### src/rtl/bird_pkg.sv
// Shared types and constants for the bird launch scheduler.
package bird_pkg;

    typedef enum logic [1:0] {
        READY_ST,
        SELECT_ST,
        LAUNCH_ST,
        COOLDOWN_ST
    } launch_state_t;

    localparam int unsigned SCREEN_HALF_X = 288;
    localparam int unsigned AMMO_W        = 4;
    localparam int unsigned X_W           = 11;
    localparam int unsigned CNT_W         = 8;

    // Population count of up to eight slot flags.
    function automatic logic [AMMO_W-1:0] popcount8(input logic [7:0] v);
        logic [AMMO_W-1:0] n;
        n = '0;
        for (int i = 0; i < 8; i++) begin
            n = n + AMMO_W'(v[i]);
        end
        return n;
    endfunction

endpackage

### src/rtl/rr_free_picker.sv
// Combinational round-robin search for the first free slot at or above rrPtr.
module rr_free_picker #(
    parameter  int unsigned NUM_BIRDS = 4,
    localparam int unsigned IDX_W     = $clog2(NUM_BIRDS)
) (
    input  logic [NUM_BIRDS-1:0] busy,
    input  logic [IDX_W-1:0]     rrPtr,
    output logic [NUM_BIRDS-1:0] grant,
    output logic [IDX_W-1:0]     index,
    output logic                 anyFree
);

    always_comb begin
        logic        found;
        int unsigned idx;
        grant   = '0;
        index   = '0;
        found   = 1'b0;
        idx     = 0;
        anyFree = ~&busy;
        for (int unsigned off = 0; off < NUM_BIRDS; off++) begin
            idx = 32'(rrPtr) + off;
            if (idx >= NUM_BIRDS) begin
                idx = idx - NUM_BIRDS;
            end
            if (!found && !busy[IDX_W'(idx)]) begin
                found               = 1'b1;
                grant[IDX_W'(idx)]  = 1'b1;
                index               = IDX_W'(idx);
            end
        end
    end

endmodule

### src/rtl/bird_launch_ctrl.sv
// Launch scheduler: latches drop requests, checks ammo/cooldown/plane position,
// hands a free bird_move slot a showBird command and tracks busy slots.
module bird_launch_ctrl
    import bird_pkg::*;
#(
    parameter int unsigned NUM_BIRDS          = 4,
    parameter int unsigned COOLDOWN_FRAMES    = 15,
    parameter int unsigned MAX_AMMO           = 8,
    parameter int unsigned X_LAUNCH_LIMIT     = SCREEN_HALF_X,
    parameter int unsigned ACK_TIMEOUT_FRAMES = 2
) (
    input  logic                 clk,
    input  logic                 reset,
    input  logic                 startOfFrame,
    input  logic                 dropReq,
    input  logic                 refill,
    input  logic [X_W-1:0]       planeTopLeftX,
    input  logic [NUM_BIRDS-1:0] displayBird,
    input  logic [NUM_BIRDS-1:0] hideBirdPulse,
    output logic [NUM_BIRDS-1:0] showBird,
    output logic                 launchPulse,
    output logic                 noAmmoPulse,
    output logic [AMMO_W-1:0]    ammo,
    output logic [AMMO_W-1:0]    activeCount,
    output logic                 coolingDown
);

    localparam int unsigned      IDX_W     = $clog2(NUM_BIRDS);
    localparam logic [IDX_W-1:0] LAST_IDX  = IDX_W'(NUM_BIRDS - 1);
    localparam logic [AMMO_W-1:0] AMMO_FULL = AMMO_W'(MAX_AMMO);
    localparam logic [CNT_W-1:0] COOL_INIT = CNT_W'(COOLDOWN_FRAMES);
    localparam logic [CNT_W-1:0] ACK_LAST  = CNT_W'(ACK_TIMEOUT_FRAMES - 1);
    localparam logic [X_W-1:0]   X_LIMIT   = X_W'(X_LAUNCH_LIMIT);

    launch_state_t          state_q, state_d;
    logic [NUM_BIRDS-1:0]   busy_q, busy_d;
    logic [AMMO_W-1:0]      ammo_q, ammo_d;
    logic [IDX_W-1:0]       rr_ptr_q, rr_ptr_d;
    logic [IDX_W-1:0]       slot_q, slot_d;
    logic                   drop_pending_q, drop_pending_d;
    logic                   drop_req_q;
    logic [NUM_BIRDS-1:0]   display_q;
    logic [CNT_W-1:0]       cool_cnt_q, cool_cnt_d;
    logic [CNT_W-1:0]       ack_cnt_q, ack_cnt_d;
    logic [NUM_BIRDS-1:0]   show_bird_q, show_bird_d;
    logic                   launch_pulse_q, launch_pulse_d;
    logic                   no_ammo_pulse_q, no_ammo_pulse_d;
    logic [AMMO_W-1:0]      active_count_q, active_count_d;
    logic                   cooling_down_q, cooling_down_d;

    logic [NUM_BIRDS-1:0]   pick_grant;
    logic [IDX_W-1:0]       pick_idx;
    logic                   pick_any_free;
    logic                   drop_edge;
    logic                   ack_edge;
    logic                   x_too_far;

    rr_free_picker #(
        .NUM_BIRDS (NUM_BIRDS)
    ) u_picker (
        .busy    (busy_q),
        .rrPtr   (rr_ptr_q),
        .grant   (pick_grant),
        .index   (pick_idx),
        .anyFree (pick_any_free)
    );

    assign drop_edge = dropReq & ~drop_req_q;
    assign ack_edge  = displayBird[slot_q] & ~display_q[slot_q];
    assign x_too_far = planeTopLeftX > X_LIMIT;

    // Next-state, slot bookkeeping and registered-output computation.
    always_comb begin
        state_d         = state_q;
        busy_d          = busy_q & ~hideBirdPulse;
        ammo_d          = ammo_q;
        rr_ptr_d        = rr_ptr_q;
        slot_d          = slot_q;
        drop_pending_d  = drop_pending_q;
        cool_cnt_d      = cool_cnt_q;
        ack_cnt_d       = ack_cnt_q;
        show_bird_d     = show_bird_q;
        launch_pulse_d  = 1'b0;
        no_ammo_pulse_d = 1'b0;

        unique case (state_q)
            READY_ST: begin
                if (startOfFrame && drop_pending_q) begin
                    if (ammo_q == '0) begin
                        drop_pending_d  = 1'b0;
                        no_ammo_pulse_d = 1'b1;
                    end else if (pick_any_free && !x_too_far) begin
                        state_d = SELECT_ST;
                    end
                end
                // An edge arriving with the evaluating frame waits for the next one.
                if (drop_edge) begin
                    drop_pending_d = 1'b1;
                end
            end
            SELECT_ST: begin
                slot_d         = pick_idx;
                rr_ptr_d       = (pick_idx == LAST_IDX) ? '0 : pick_idx + 1'b1;
                busy_d         = busy_d | pick_grant;
                ammo_d         = ammo_q - 1'b1;
                drop_pending_d = 1'b0;
                ack_cnt_d      = '0;
                show_bird_d    = pick_grant;
                state_d        = LAUNCH_ST;
            end
            LAUNCH_ST: begin
                if (ack_edge) begin
                    show_bird_d    = '0;
                    launch_pulse_d = 1'b1;
                    cool_cnt_d     = COOL_INIT;
                    state_d        = COOLDOWN_ST;
                end else if (startOfFrame) begin
                    if (ack_cnt_q >= ACK_LAST) begin
                        show_bird_d    = '0;
                        busy_d[slot_q] = 1'b0;
                        ammo_d         = (ammo_q < AMMO_FULL) ? ammo_q + 1'b1 : ammo_q;
                        state_d        = READY_ST;
                    end else begin
                        ack_cnt_d = ack_cnt_q + 1'b1;
                    end
                end
            end
            COOLDOWN_ST: begin
                if (cool_cnt_q == '0) begin
                    state_d = READY_ST;
                end else if (startOfFrame) begin
                    cool_cnt_d = cool_cnt_q - 1'b1;
                end
                if (drop_edge) begin
                    drop_pending_d = 1'b1;
                end
            end
        endcase

        if (refill) begin
            ammo_d = AMMO_FULL;
        end

        active_count_d = popcount8(8'(busy_q));
        cooling_down_d = (state_d == COOLDOWN_ST);
    end

    always_ff @(posedge clk) begin
        if (reset) begin
            state_q         <= READY_ST;
            busy_q          <= '0;
            ammo_q          <= AMMO_FULL;
            rr_ptr_q        <= '0;
            slot_q          <= '0;
            drop_pending_q  <= 1'b0;
            drop_req_q      <= 1'b0;
            display_q       <= '0;
            cool_cnt_q      <= '0;
            ack_cnt_q       <= '0;
            show_bird_q     <= '0;
            launch_pulse_q  <= 1'b0;
            no_ammo_pulse_q <= 1'b0;
            active_count_q  <= '0;
            cooling_down_q  <= 1'b0;
        end else begin
            state_q         <= state_d;
            busy_q          <= busy_d;
            ammo_q          <= ammo_d;
            rr_ptr_q        <= rr_ptr_d;
            slot_q          <= slot_d;
            drop_pending_q  <= drop_pending_d;
            drop_req_q      <= dropReq;
            display_q       <= displayBird;
            cool_cnt_q      <= cool_cnt_d;
            ack_cnt_q       <= ack_cnt_d;
            show_bird_q     <= show_bird_d;
            launch_pulse_q  <= launch_pulse_d;
            no_ammo_pulse_q <= no_ammo_pulse_d;
            active_count_q  <= active_count_d;
            cooling_down_q  <= cooling_down_d;
        end
    end

    assign showBird    = show_bird_q;
    assign launchPulse = launch_pulse_q;
    assign noAmmoPulse = no_ammo_pulse_q;
    assign ammo        = ammo_q;
    assign activeCount = active_count_q;
    assign coolingDown = cooling_down_q;

endmodule

### config.mk
export PLATFORM = sky130hd
export DESIGN_NAME = bird_launch_ctrl
export DESIGN_NICKNAME = d
export VERILOG_FILES = /design/src/rtl/bird_pkg.sv /design/src/rtl/rr_free_picker.sv /design/src/rtl/bird_launch_ctrl.sv
export SDC_FILE = /design/constraint.sdc
export NUM_CORES = 1
export LEC_CHECK = 0
export CORE_MARGIN = 5
export CORE_UTILIZATION = 53
export DETAILED_ROUTE_END_ITERATION = 10
export PLACE_DENSITY = 0.74
export SETUP_SLACK_MARGIN = 0.4
export SYNTH_ARGS = -nofsm -noshare
export SYNTH_HDL_FRONTEND = slang
export SYNTH_SLANG_ARGS = --single-unit
### constraint.sdc
create_clock -name clk -period 3.2 [get_ports clk]
set_input_delay 0.64 -clock clk [delete_from_list [all_inputs] [get_ports clk]]
set_output_delay 0.64 -clock clk [all_outputs]
set_load 0.05 [all_outputs]
* Word-level counts from Yosys, hierarchy flattened
Index checks and enable logic that the tools add are counted.
** Operators by class
- $lt $le $gt $ge :: 17
- Equality and inequality tests :: 18
- Add/subtract/negate cells :: 15
- Mux-type cells :: 74
- Reduce and logical (&&, ||, !) cells :: 32
- Bitwise logic cells :: 15
** Operators by type and width (number)
- $mux 4 :: 14
- $mux 8 :: 6
- $mux 2 :: 16
- $pmux 8 s2 :: 2
- $pmux 4 s2 :: 3
- $mux 1 :: 20
- $ne 2x2->1 const B :: 9
- $or 4x4->4 :: 4
- $reduce_and 4->1 :: 4
- $lt 2x3->1 const B :: 5
- $bmux 1 s2 :: 6
- $ne 3x3->1 const B :: 4
- $gt 11x9->1 const B :: 1
- $demux 1 s2 :: 5
- $ge 2x1->1 const B :: 5
- $logic_and 1x1->1 :: 10
- $ge 3x3->1 const B :: 3
- $add 8x1->8 const B :: 1
- $and 4x4->4 :: 2
- $eq 2x2->1 const B :: 4
- $ge 8x1->1 const B :: 1
- $logic_not 8->1 :: 1
- $not 4->4 :: 2
- $pmux 2 s4 :: 1
- 25 further kinds :: 42
** Word-level totals
- Register bits after elaboration :: 47
- Output and inout port bits :: 15
- Input bits :: 24

* Depth between registers and ports, before layout
- Depth in word-level cells :: 16
- Depth in mapped cells :: 10

* By module
From an unflattened synthesis, not the netlist that was laid out.
** Second synthesis, totals
- Cells, all modules :: 301
- Area total of the unflattened synthesis :: 2810.2 um^2
** Modules (own cells, without submodules)
- bird_launch_ctrl :: cells an instance 240, sequential area each 920.9 um^2, area each 2312.2 um^2, instances 1
- rr_free_picker :: cells an instance 61, sequential area each 0.0 um^2, area each 498.0 um^2, instances 1

* Worst setup path before layout
Ideal clock, no wire load.
- Kind :: register to register
- Start point :: register (tool-made name)
- End point :: register busy_q[1]
- Period minus slack after synthesis :: 2648 ps
- Path slack :: 552 ps
- Cell stages (with the launch flop) :: 11
- Data arrival time :: 2563 ps
- Data required time :: 3114 ps
- Buffers on the path :: 3
- Cell sequence :: dfxtp_1 buf_2 inv_2 ha_1 clkbuf_1 mux4_2 and4b_1 buf_2 nand2_1 a31o_1 a211oi_1
** RTL lines
- end signal, assigned :: line bird_launch_ctrl.sv:167 : busy_q <= busy_d;
- end, declared :: line bird_launch_ctrl.sv:36 : logic [NUM_BIRDS-1:0] busy_q, busy_d;

* Worst setup path in the final report
- Start point :: register rr_ptr_q[1]
- End point :: register busy_q[1]
** Between the ends
- Word-level cells in the longest chain between the ends :: 16
** Ends and longest elaborated chain
- start, declared :: line bird_launch_ctrl.sv:38 : logic [IDX_W-1:0] rr_ptr_q, rr_ptr_d;
- start signal, assigned :: line bird_launch_ctrl.sv:169 : rr_ptr_q <= rr_ptr_d;
- branches (longest 13 deep; another with $add 2x1->3)
- $mux 4 (*) :: line rr_free_picker.sv:26 : if (!found && !busy[IDX_W'(idx)]) begin
- $or 4x4->4 (*) :: line bird_launch_ctrl.sv:104 : busy_d = busy_d | pick_grant;
- $pmux 4 s2 (*) :: line bird_launch_ctrl.sv:86 : unique case (state_q)
Mark *: on every way between the ends. The select of a mux whose other input is x is not followed.
A chain may end at the register's enable or synchronous reset.

==> metrics.md <==
| Metric | Value |
|---|---|
| Netlist cell types | 60 |
| Die Y | 81.6 microns |
| Sequential share of the synthesized area | 33.9% |
| Cell type with the highest aggregate area in the netlist | dfxtp_1 |
| Avg Synthesized Cell Area | 8.77 sq um |
| WL final | 5980 microns |
| Highest routed metal layer | met4 |
| Effective utilization at floorplan | 53.9% |
| Critical Path Fanout Max | 8 |
| Remaining global-route overflow | 0 |
| Routed length per instance | 14.3 microns |
| Area of the core region | 0.00504 sq mm |
| Pin count of the biggest net entering global routing | 28 |
| Antenna Violating Nets Remaining | 0 |
| Compound-Gate Fraction of Synth Area | 23.1% |
| Flip-flop and latch area | 921 sq um |
| Worst Path Required | 3.41 ns |
| Number of failing setup endpoints in the final timing report | 0 |
| Overall Global Routing Usage | 19.5% |
| Count of input and output buffers | 37 |
| Post-layout min period | 2.44 ns |
| Syn Inst Count | 310 |
| TritonCTS clock tree | built |
| Vias in the first global route | 2250 |
| Startpoint type of the worst setup path | flop |
| Fillcell total | 435 |
| Number of buffers added by the clock tree synthesis step | 5 |
| Yosys warnings | 0 |
| Async set-or-reset flop fraction in the synthesized netlist | 0% |
| Mux share of post-synthesis cell area | 5.25% |
| Met3 wire length | 182 microns |
| Routability Congestion | 0.898 |
| Latest clock arrival within the worst-skew pair | 0.30 ns |
| Post-CTS Repair Setup Buffers | 0 |
| Die ar. | 0.00666 sq mm |
| Cell types occupying the most area after synthesis | dfxtp_1, ha_1, mux4_2 |
| Antenna violations before repair | 0 |
| CTS clock-pin slew for the worst setup and hold paths | 0.09 ns |
| Number of enable-type register cells in the synthesized netlist | 0 |
| Outcome | complete, no violations |
| PostCTS Resize Cnt | 0 |
| Total power density per cell area | 310 mW/mm^2 |
| Wire length of the first global-routing pass | 10300 microns |
| Iteration count of the initial detailed-routing pass | 4 |
| H-tree lvl count | 2 |
| Clock Skew | 0.00544 ns |
| Number of core rows | 26 |
| Post-route setup TNS | 0 ns |
| Post-CTS Hold Buffers | 0 |
| Final Max Tran Viols | 0 |
| CP Class | flop to flop |
| Final Cycle Share | 76.2% |
| Setup repair after global routing missed its margin | no |
| Worst reg2reg path depth | 7 |
| Max Root-Sink Buffers | 2 |
| Achievable Freq | 0.410 GHz |
| Smallest setup slack after layout | 0.762 ns |
| Vias after detailed routing | 2316 |
| Primary FF master, synth | dfxtp_1 |
| Estimated wirelength of the detail-placed design | 4600 microns |
| Adder-cell area share of the yosys netlist | 10.7% |
| Total Nets Final | 393 |
| Synthesized netlist net count | 356 |
| Worst slack, placed | 0.459 ns |
| Routed length on met1 | 2760 microns |
| Amount of wire on met2 after detailed routing | 2970 microns |
| IO Count | 39 |
| Post-Synthesis Cell Area | 0.00272 sq mm |
| Clock sinks | 46 |
| Max rail drop VDD | 0.240 mV |
| Data arrival, critical path | 2.65 ns |
| Maxcap violations | 0 |
| Share of Yosys cell area claimed by the top area cell type | 33.9% |
| Count of state elements after synthesis | 46 |
| Pleak | 1.26 nW |
| Library cell used as clock root buffer | clkbuf_8 |
| Violation count after the first detailed-routing iteration | 110 |
| Simple-gate portion of the synthesized area | 20.0% |
| Library cell with the highest instance count after synthesis | dfxtp_1 |
| Antenna diode count | 0 |
| Actual slew at the worst max-slew pin | 0.514 ns |
| Post-synthesis share of cell area spent on xor and xnor gates | 1.29% |
| Sort of element at the end of the critical path | flop |
| Dominant combinational cell family by area after synthesis | compound AO/OA/AOI/OAI gates |
| Growth of design area from synthesis to finish | 19.6% |
| Slew Limit Headroom | 65.6% |
| Count of endpoints failing hold in the final timing report | 0 |
| Via-to-Cell Ratio | 5.54 |
| Class of the tightest hold or removal check | flop to flop |
| Hold path depth | 2 |
| DIE WIDTH | 81.6 microns |
| Fraction of final layout cells sized beyond drive strength 1 | 7.47% |
| Area of the multi-input gates | 0.00164 sq mm |
| Most frequent cells after synthesis | dfxtp_1, inv_1, nand2_1 |
| Remaining design rule violation count | 0 |
-- kinds of logic (layout without fill, tap and decap cells) --
group                    count (synthesis)  after routing
buffers and inverters                   39             77
other                                    1              1
flip-flops                              46             46
adder cells (fa/ha/maj)                 22             22
multiplexers                             8              8
XOR/XNOR                                 4              4
AO/OA/AOI/OAI                           88             88
AND/OR/NAND/NOR                        102            102
-- path summary, 6_finish.rpt --
kind,start,endpoint,slack (ns)
setup / recovery,rr_ptr_q[1],busy_q[1],0.76
hold / removal,ack_cnt_q[2],ack_cnt_q[2],0.45
setup reg to reg,rr_ptr_q[1],busy_q[1],0.76
hold reg to reg,ack_cnt_q[2],ack_cnt_q[2],0.45
-- per-layer routing --
metal  vias to the layer above  track usage, %
met5                         -               0
met4                         0            6.98
met3                         6            3.07
met2                        33            34.3
met1                      1083            24.1
li1                       1194               -
-- cell type report --
class | instances | share of cell area [%]
repair buffers | 42 | 12.5
inverters | 27 | 3.12
well taps | 70 | 2.69
clock buffers | 5 | 2.12
multi-input cells | 225 | 50.5
flip-flops and latches | 46 | 28.3
clock inverters | 3 | 0.654
-- worst max-delay path, cell delays in order, from the launching register on --
cell and delay [ns]:
dfxtp_1 0.35, inv_1 0.09, ha_1 0.46, mux4_2 0.53, and4b_1 0.40, nand2_1 0.12
a31o_1 0.21, a211oi_1 0.21
-- through the flow --
step	total power (W)	hold slack [ns]	cell area, sq um	util, %	instances
after floorplan	0.000630	0.420	2720	-	310
after global placement	0.000668	0.431	3160	62.7	410
after detailed placement	0.000669	0.441	3160	62.7	410
after CTS	0.00102	0.458	3250	64.5	418
after global routing	0.00105	0.479	3250	64.5	418
final	0.00101	0.454	3250	64.5	418
-- state kept, by name (all words and copies together) (netlist names), 2 cells and up, named ones only --
register,count
ack_cnt_q,8
state_q,2
display_q,4
showBird,4
activeCount,3
ammo,4
slot_q,2
busy_q,4
cool_cnt_q,8
-- where the power goes --
group | internal, W | switching [W] | total, W
registers | 0.000577 | 0.00000222 | 0.000579
clock network | 0.000154 | 0.000200 | 0.000353
logic | 0.0000405 | 0.0000363 | 0.0000768
-- cell usage in the layout, fill, tap and decap left out, types with 3 or more instances in the layout --
cell type / count
dfxtp_1: 46
clkdlybuf4s50_1: 37
inv_1: 23
nand2_1: 22
ha_1: 20
nor2_1: 19
nor3_1: 14
a21oi_1: 13
o21ai_0: 12
a31oi_1: 9
nor2b_1: 9
nand2b_1: 8
o21ai_1: 7
nand3_1: 7
o21a_1: 5
a21o_1: 5
and2_1: 5
mux4_2: 5
clkbuf_8: 5
buf_4: 5
a311oi_1: 4
o31ai_1: 4
o311ai_0: 3
mux2i_1: 3
or3_1: 3
or4_1: 3
and3b_1: 3
inv_2: 3
Note: power is estimated with default switching activity, not from simulation.
